**config.mk**
```make
export PLATFORM = sky130hd
export DESIGN_NAME = piano_scheduler
export DESIGN_NICKNAME = d
export VERILOG_FILES = /design/src/rtl/piano_scheduler.sv
export SDC_FILE = /design/constraint.sdc
export NUM_CORES = 1
export LEC_CHECK = 0
export CORE_ASPECT_RATIO = 0.75
export CORE_MARGIN = 2
export CORE_UTILIZATION = 57
export CTS_BUF_LIST = sky130_fd_sc_hd__clkbuf_16
export DETAILED_ROUTE_END_ITERATION = 6
export MAX_ROUTING_LAYER = met4
export PLACE_DENSITY = 0.76
export SLEW_MARGIN = 20
export SYNTH_ARGS = -nofsm -noshare
export SYNTH_HDL_FRONTEND = slang
export SYNTH_SLANG_ARGS = --single-unit
```
**constraint.sdc**
```tcl
create_clock -name clk -period 2.59 [get_ports clk]
set_clock_uncertainty 0.05 [all_clocks]
set_input_delay 0.518 -clock clk [delete_from_list [all_inputs] [get_ports clk]]
set_output_delay 0.518 -clock clk [all_outputs]
set_load 0.05 [all_outputs]
```
**src/rtl/piano_scheduler.sv**
```systemverilog
// Eight-key piano tone scheduler: synchronize and debounce raw keys, pick the highest pressed key,
// and drive a square wave whose half period is set by that key's divider.
module piano_scheduler #(
    parameter int unsigned DEBOUNCE = 250000,
    parameter logic [15:0] DIV0     = 16'd28409,
    parameter logic [15:0] DIV1     = 16'd25303,
    parameter logic [15:0] DIV2     = 16'd23900,
    parameter logic [15:0] DIV3     = 16'd21294,
    parameter logic [15:0] DIV4     = 16'd18968,
    parameter logic [15:0] DIV5     = 16'd17908,
    parameter logic [15:0] DIV6     = 16'd15943,
    parameter logic [15:0] DIV7     = 16'd14204
) (
    input  logic       clk,
    input  logic       rst_n,
    input  logic [7:0] keys,
    output logic       speaker,
    output logic       playing,
    output logic [2:0] note_idx
);

    localparam logic [17:0] DB_LAST = 18'(DEBOUNCE - 1);

    typedef enum logic {StIdle, StPlay} state_t;

    state_t      state;
    logic [7:0]  sync1, sync2, deb;
    logic [17:0] db_cnt [8];
    logic        arb_any;
    logic [2:0]  arb_sel;
    logic        sel_any;
    logic [2:0]  sel_idx;
    logic [15:0] tone_cnt;
    logic [15:0] cur_div;

    always_ff @(posedge clk or negedge rst_n) begin
        if (!rst_n) begin
            sync1 <= '0;
            sync2 <= '0;
        end else begin
            sync1 <= keys;
            sync2 <= sync1;
        end
    end

    // A key level is accepted only after DEBOUNCE consecutive differing samples.
    always_ff @(posedge clk or negedge rst_n) begin
        if (!rst_n) begin
            deb <= '0;
            for (int i = 0; i < 8; i++) begin
                db_cnt[i] <= '0;
            end
        end else begin
            for (int i = 0; i < 8; i++) begin
                if (sync2[i] == deb[i]) begin
                    db_cnt[i] <= '0;
                end else if (db_cnt[i] >= DB_LAST) begin
                    deb[i]    <= sync2[i];
                    db_cnt[i] <= '0;
                end else begin
                    db_cnt[i] <= db_cnt[i] + 18'd1;
                end
            end
        end
    end

    always_comb begin
        sel_any = |deb;
        sel_idx = 3'd0;
        for (int i = 0; i < 8; i++) begin
            if (deb[i]) begin
                sel_idx = 3'(i);
            end
        end
    end

    always_ff @(posedge clk or negedge rst_n) begin
        if (!rst_n) begin
            arb_any <= 1'b0;
            arb_sel <= 3'd0;
        end else begin
            arb_any <= sel_any;
            arb_sel <= sel_idx;
        end
    end

    always_comb begin
        cur_div = DIV0;
        case (note_idx)
            3'd0: cur_div = DIV0;
            3'd1: cur_div = DIV1;
            3'd2: cur_div = DIV2;
            3'd3: cur_div = DIV3;
            3'd4: cur_div = DIV4;
            3'd5: cur_div = DIV5;
            3'd6: cur_div = DIV6;
            3'd7: cur_div = DIV7;
            default: cur_div = DIV0;
        endcase
    end

    always_ff @(posedge clk or negedge rst_n) begin
        if (!rst_n) begin
            state    <= StIdle;
            speaker  <= 1'b0;
            playing  <= 1'b0;
            note_idx <= 3'd0;
            tone_cnt <= '0;
        end else begin
            case (state)
                StIdle: begin
                    speaker  <= 1'b0;
                    tone_cnt <= '0;
                    if (arb_any) begin
                        state    <= StPlay;
                        playing  <= 1'b1;
                        note_idx <= arb_sel;
                    end else begin
                        playing  <= 1'b0;
                        note_idx <= 3'd0;
                    end
                end
                StPlay: begin
                    if (!arb_any) begin
                        state    <= StIdle;
                        speaker  <= 1'b0;
                        playing  <= 1'b0;
                        note_idx <= 3'd0;
                        tone_cnt <= '0;
                    end else if (arb_sel != note_idx) begin
                        // New note restarts its phase without toggling.
                        note_idx <= arb_sel;
                        tone_cnt <= '0;
                    end else if (tone_cnt >= cur_div) begin
                        speaker  <= ~speaker;
                        tone_cnt <= '0;
                    end else begin
                        tone_cnt <= tone_cnt + 16'd1;
                    end
                end
                default: begin
                    state    <= StIdle;
                    speaker  <= 1'b0;
                    playing  <= 1'b0;
                    note_idx <= 3'd0;
                    tone_cnt <= '0;
                end
            endcase
        end
    end

endmodule
```
==> results of run 1 <==
-- layout by cell type (no fill, tap or decap), types with 11 or more instances in the layout --
cell / instances
dfrtp_1: 191
nor2_1: 178
xnor2_1: 72
xor2_1: 70
nand3_1: 57
nand2_1: 54
and3_1: 39
inv_1: 30
ha_1: 28
nand4_1: 21
a21oi_1: 18
clkbuf_16: 17
nor3_1: 15
o21ai_0: 14
clkdlybuf4s50_1: 13
buf_4: 12
mux2_2: 11
-- sequential cells by signal (all words and copies together) (netlist names) --
name / flops
deb: 8
note_idx: 3
playing: 1
speaker: 1
arb_any: 1
state: 1
arb_sel: 3
tone_cnt: 16
db_cnt: 144
sync1: 8
sync2: 8
-- final cells by class --
type	count	area, um2
clock buffer	17	425
clock inverter	15	175
fill	1254	5510
inverter	28	110
multi-input combinational	690	4540
sequential	194	4860
tap	210	263
timing repair buffer	28	274
-- where the power goes --
part           switching (mW)  total [mW]  internal, mW  leakage [nW]
combinational           0.126       0.184        0.0580          1.85
sequential             0.0399        3.11          3.07          2.65
clock                    1.09        2.68          1.59         0.301
total                    1.25        5.98          4.72          4.80
-- critical path, cell delays in order, from the launching register on --
cell,delay (ns)
dfrtp_2,0.48
ha_4,0.20
a21oi_2,0.14
ha_1,0.26
nor2b_1,0.13
o211a_1,0.23
o31ai_4,0.45
nand4_4,0.30
nor2_2,0.16
-- logic make-up after synthesis --
| kind of cell | after synthesis | share of synthesized area (%) |
|---|---|---|
| flops | 194 | 51.1 |
| compound gates | 75 | 5.91 |
| simple gates | 429 | 22.1 |
| buf+inv | 40 | 2.21 |
| fa+ha+maj | 31 | 4.09 |
| mux | 12 | 1.41 |
| xor+xnor | 142 | 13.1 |
-- worst paths after layout --
check                                         from                 endpoint  slack [ns]  depth (start not counted)
max                        note_idx[1]$_DFFE_PN0P_    tone_cnt[2]$_DFF_PN0_        0.11                          8
min                                          rst_n    db_cnt[112]$_DFF_PN0_      0.0002                          1
max reg2reg                note_idx[1]$_DFFE_PN0P_    tone_cnt[2]$_DFF_PN0_        0.11                          8
min reg2reg                     sync1[4]$_DFF_PN0_       sync2[4]$_DFF_PN0_        0.30                          0
max in group asynchronous                    rst_n  note_idx[2]$_DFFE_PN0P_        1.71                          2
min in group clk                sync1[4]$_DFF_PN0_       sync2[4]$_DFF_PN0_        0.30                          0
-- metal layers --
metal	global-route usage (%)	vias to the layer above	routed length, um
li1	-	3228	-
met1	29.8	3111	8720
met2	31.7	66	7400
met3	4.04	13	430
met4	5.49	0	179
met5	-	-	0
-- what timing repair did --
item / in CTS / in global routing
buffers inserted: 2 / 8
pin swaps: 3 / 8
gates resized for setup: 5 / 18
cloned: 1 / 0
setup endpoints to repair: 16 / 17
==> summary.md, run 1 <==
| Metric | Value |
|---|---|
| Initial DRC count | 403 |
| I/O pin cnt | 15 |
| Clk sinks | 194 |
| EDFF count, synth | 0 |
| Slew headroom | 53.4% |
| CORE AREA | 16200 um2 |
| Die Span X | 153 um |
| Synthesis-to-layout area growth | 12.2% |
| Worst-path clk slew | 0.07 ns |
| Worst EP required | 2.89 ns |
| Fin nets | 1000 |
| Drt first pass iters | 4 |
| Count leader, synth | dfrtp_1 |
| Clk buf depth | 2 |
| P_leak | 4.80 nW |
| Max-cap violations | 0 |
| Final setup viols | 0 |
| Vias | 6418 |
| Worst setup margin | 0.111 ns |
| Worst setup EP type | flip-flop |
| Largest cells by area after synthesis | dfrtp_1 (51%), nor2_1 (7.4%), xnor2_1 (6.6%) |
| Die Area | 17700 um2 |
| Seq/Total Area, Yosys | 51.1% |
| Largest net degree at the start of global routing | 62 |
| Worst min path class | in2async |
| Final Hold Fails | 0 |
| Hold slack | 0.000157 ns |
| Area leader, netlist | dfrtp_1 |
| Vias per std cell | 5.43 |
| PD cells | 561 nW/um2 |
| Worst slew pin tran | 0.694 ns |
| Clk Latency, worst-skew pair | 0.43 ns |
| Peak VDD IR | 0.000384 V |
| Non-Filler Instances | 1182 |
| Synth warn | 0 |
| First-pass GRT wire length | 29500 um |
| Dpl cells | 1139 |
| Fin. max-slew vios | 0 |
| Vias in the first global route | 6328 |
| Final Total Pwr | 5.98 mW |
| Root Driver | clkbuf_16 |
| Crit path DAT | 2.78 ns |
| Commonest cells in the netlist | dfrtp_1 (194), nor2_1 (186), xnor2_1 (72), xor2_1 (70), nand3_1 (57) |
| Synthesized flop and latch total | 194 |
| Syn_nets | 964 |
| Count of cell types in the netlist | 46 |
| Starting Density | 58.7% |
| Gr ovfl total | 0 |
| Antenna viol nets, final | 0 |
| Worst-path fanout max | 8 |
| Placed Area | 9850 um2 |
| Total track usage | 21.0% |
| WL/cell | 14.2 um |
| Mean Syn Cell Area | 10.3 um2 |
| Critical path class | reg2reg |
| Crit path time final | 2.48 ns |
| Post-Route Utilization | 65.9% |
| Initial antenna violation count | 0 |
| H-tree levels | 4 |
| Fin crit share | 95.7% |
| Placer Congestion | 0.820 |
| Layout cells sized above 1 | 10.5% |
| Critical Path Start Type | flip-flop |
| # DRC | 0 |
| CTS tree | done |
| Num CTS Buffers | 17 |
| Chip height | 116 um |
| Gate Count Post-Synth | 923 |
| Row count | 40 |
| Diode count | 0 |
| HPWL after DPL | 10900 um |
| Post-synthesis cell area | 9490 um2 |
| Primary FF master, synth | dfrtp_1 |
| Fin Setup TNS | 0 ns |
| Dpl ws | -0.176 ns |
| Post-synth top area share | 51.1% |
| Ys async rst share | 100% |
| Final WL | 16700 um |
| Outcome | complete, no violations |
| Hold-fix buffer count after cts | 0 |
| Final instance area | 10700 um2 |
| Port Buf Inserts | 14 |
| Fmax | 0.403 GHz |
Note: power is estimated with default switching activity, not from simulation.
==> run 2, diff against run 1 <==
--- a/config.mk
+++ b/config.mk
@@ -7,11 +7,12 @@
 export LEC_CHECK = 0
 export CORE_ASPECT_RATIO = 0.75
 export CORE_MARGIN = 2
-export CORE_UTILIZATION = 57
+export CORE_UTILIZATION = 45
 export CTS_BUF_LIST = sky130_fd_sc_hd__clkbuf_16
 export DETAILED_ROUTE_END_ITERATION = 6
 export MAX_ROUTING_LAYER = met4
-export PLACE_DENSITY = 0.76
+export PLACE_DENSITY = 0.62
+export REMOVE_ABC_BUFFERS = 1
 export SLEW_MARGIN = 20
 export SYNTH_ARGS = -nofsm -noshare
 export SYNTH_HDL_FRONTEND = slang
==> run 2 against run 1 <==
  * Die area up 26%
  * Sequential share of layout area is 0.083 points higher
  * Via count down 2.0%
  * Final cell count is 5.8% higher
  * Critical path depth increased by 1
  * Global-route usage down 4.4 points
  * Register-to-register slack gained 0.04 ns
==> summary.md, run 2 (synthesized netlist as in run 1, its figures left out) <==
| Metric | Value |
|---|---|
| Outcome | complete, no violations |
| Final Hold Fails | 0 |
| Clk sinks | 194 |
| Final setup viols | 0 |
| Worst min path class | in2async |
| Peak VDD IR | 0.000439 V |
| Die Span X | 172 um |
| Diode count | 0 |
| Worst setup EP type | flip-flop |
| Max-cap violations | 0 |
| Synthesis-to-layout area growth | 11.9% |
| Critical path class | reg2reg |
| Root Driver | clkbuf_16 |
| Worst-path clk slew | 0.07 ns |
| Initial DRC count | 417 |
| Drt first pass iters | 5 |
| I/O pin cnt | 15 |
| Fin nets | 996 |
| Worst slew pin tran | 0.689 ns |
| CP Launch Point | note_idx[1]$_DFFE_PN0P_ |
| H-tree levels | 4 |
| CORE AREA | 20400 um2 |
| Vias | 6292 |
| Most flop-heavy register | db_cnt |
| Slew headroom | 53.7% |
| Largest net degree at the start of global routing | 68 |
| Placer Congestion | 0.829 |
| Gr ovfl total | 0 |
| Final instance area | 10600 um2 |
| HPWL after DPL | 11100 um |
| Crit path DAT | 2.76 ns |
| Worst EP required | 2.91 ns |
| Clk Latency, worst-skew pair | 0.44 ns |
| Most common cell after layout, fill and taps aside | dfrtp_1 |
| Chip height | 130 um |
| Placed Area | 9970 um2 |
| Vias per std cell | 5.03 |
| Critical Path Start Type | flip-flop |
| Antenna viol nets, final | 0 |
| Fin crit share | 94.3% |
| CP cell instances | buf_4 -> ha_1 -> ha_1 -> nand4b_1 -> nor4_4 -> o31ai_4 -> buf_4 -> a21oi_1 -> nand3b_1 |
| WL/cell | 13.0 um |
| Port Buf Inserts | 14 |
| Worst-path fanout max | 6 |
| Launching point of the worst reg2reg path | note_idx[1]$_DFFE_PN0P_ |
| Crit path time final | 2.44 ns |
| CTS tree | done |
| # DRC | 0 |
| P_leak | 4.78 nW |
| Slowest stage cell on the critical path | dfrtp_2 |
| Most frequent cells in the layout | dfrtp_1 (192), nor2_1 (186), xnor2_1 (72) |
| Final WL | 16300 um |
| Number of flip-flops under the largest register name | 144 |
| Vias in the first global route | 6024 |
| Hold slack | 0.0173 ns |
| Total track usage | 16.7% |
| Fmax | 0.410 GHz |
| Fin. max-slew vios | 0 |
| First-pass GRT wire length | 29000 um |
| Layout cells sized above 1 | 9.50% |
| Clk buf depth | 2 |
| Starting Density | 46.4% |
| Die Area | 22300 um2 |
| Biggest cell delay along the critical path | 0.45 ns |
| Row count | 45 |
| Initial antenna violation count | 0 |
| Biggest regs | db_cnt (144), tone_cnt (16) |
| PD cells | 558 nW/um2 |
| Num CTS Buffers | 17 |
[run 2: changes by cell type in the layout (fill, tap and decap cells not counted), moves of 4 or more]
cell	before	now
inv_8	0	4
inv_1	30	26
nor2_1	178	186
nor2_2	8	0
inv_6	1	7
buf_4	12	8
[run 2: worst paths after layout]
check | slack, ns | cells after the start | to
min | 0.02 | 1 | db_cnt[21]$_DFF_PN0_
max | 0.15 | 9 | speaker$_DFFE_PN0P_
max in group asynchronous | 1.79 | 2 | db_cnt[78]$_DFF_PN0_
min in group clk | 0.30 | 0 | sync2[4]$_DFF_PN0_
max reg2reg | 0.15 | 9 | speaker$_DFFE_PN0P_
min reg2reg | 0.30 | 0 | sync2[4]$_DFF_PN0_
[run 2: per-stage QoR]
stage,util [%],TNS [ns],worst slack [ns],std cells,total power [mW]
2_1_floorplan,-,-2.90,-0.182,911,3.24
3_3_place_gp,48.8,-0.640,-0.0428,1215,3.36
3_5_place_dp,48.8,-2.12,-0.145,1215,3.36
4_1_cts,51.8,0,0.00933,1248,6.03
5_1_grt,52.0,-0.333,-0.0455,1250,6.20
6_report,52.0,0,0.148,1250,5.93
[run 2: what timing repair did]
action / 4_1_cts / 5_1_grt
gates cloned: 0 / 0
resized for setup: 2 / 7
setup endpoints to repair: 17 / 17
hold buffers: 0 / 0
pin swaps: 1 / 3
setup buffers: 1 / 2
[run 2: critical path: cells and delay by family, from the launching register on]
kind	cells	cell delay, ns
and+or+nand+nor	3	0.73
adders and majority gates	2	0.59
DFF	1	0.45
buffers and inverters	2	0.31
AOI/OAI and AO/OA	2	0.25
[run 2: final cells by class]
class | count | area [um2]
fillers | 1811 | 9810
flip-flops and latches | 194 | 4860
multi-input cells | 689 | 4460
clock buffers | 17 | 425
well taps | 282 | 353
repair buffers | 25 | 263
clock inverters | 15 | 160
inverters | 28 | 105
[run 2: routing by layer]
layer	up-vias	part of all wire [%]	global-route usage (%)
li1	3214	-	-
met1	3022	55	24.6
met2	50	42	22.9
met3	6	2.6	4.49
met4	0	0.50	3.69
met5	-	0	-
[run 2: where the power goes]
part | internal, mW | switching (mW) | total [mW]
Combinational | 0.0588 | 0.125 | 0.184
Sequential | 3.07 | 0.0391 | 3.11
Clock | 1.38 | 1.26 | 2.63
Total | 4.50 | 1.42 | 5.93
==> run 3, diff against run 2 <==
--- a/config.mk
+++ b/config.mk
@@ -8,7 +8,6 @@
 export CORE_ASPECT_RATIO = 0.75
 export CORE_MARGIN = 2
 export CORE_UTILIZATION = 45
-export CTS_BUF_LIST = sky130_fd_sc_hd__clkbuf_16
 export DETAILED_ROUTE_END_ITERATION = 6
 export MAX_ROUTING_LAYER = met4
 export PLACE_DENSITY = 0.62
==> results of run 3 <==
Final layout, timing and power as in run 2 (identical DEF).
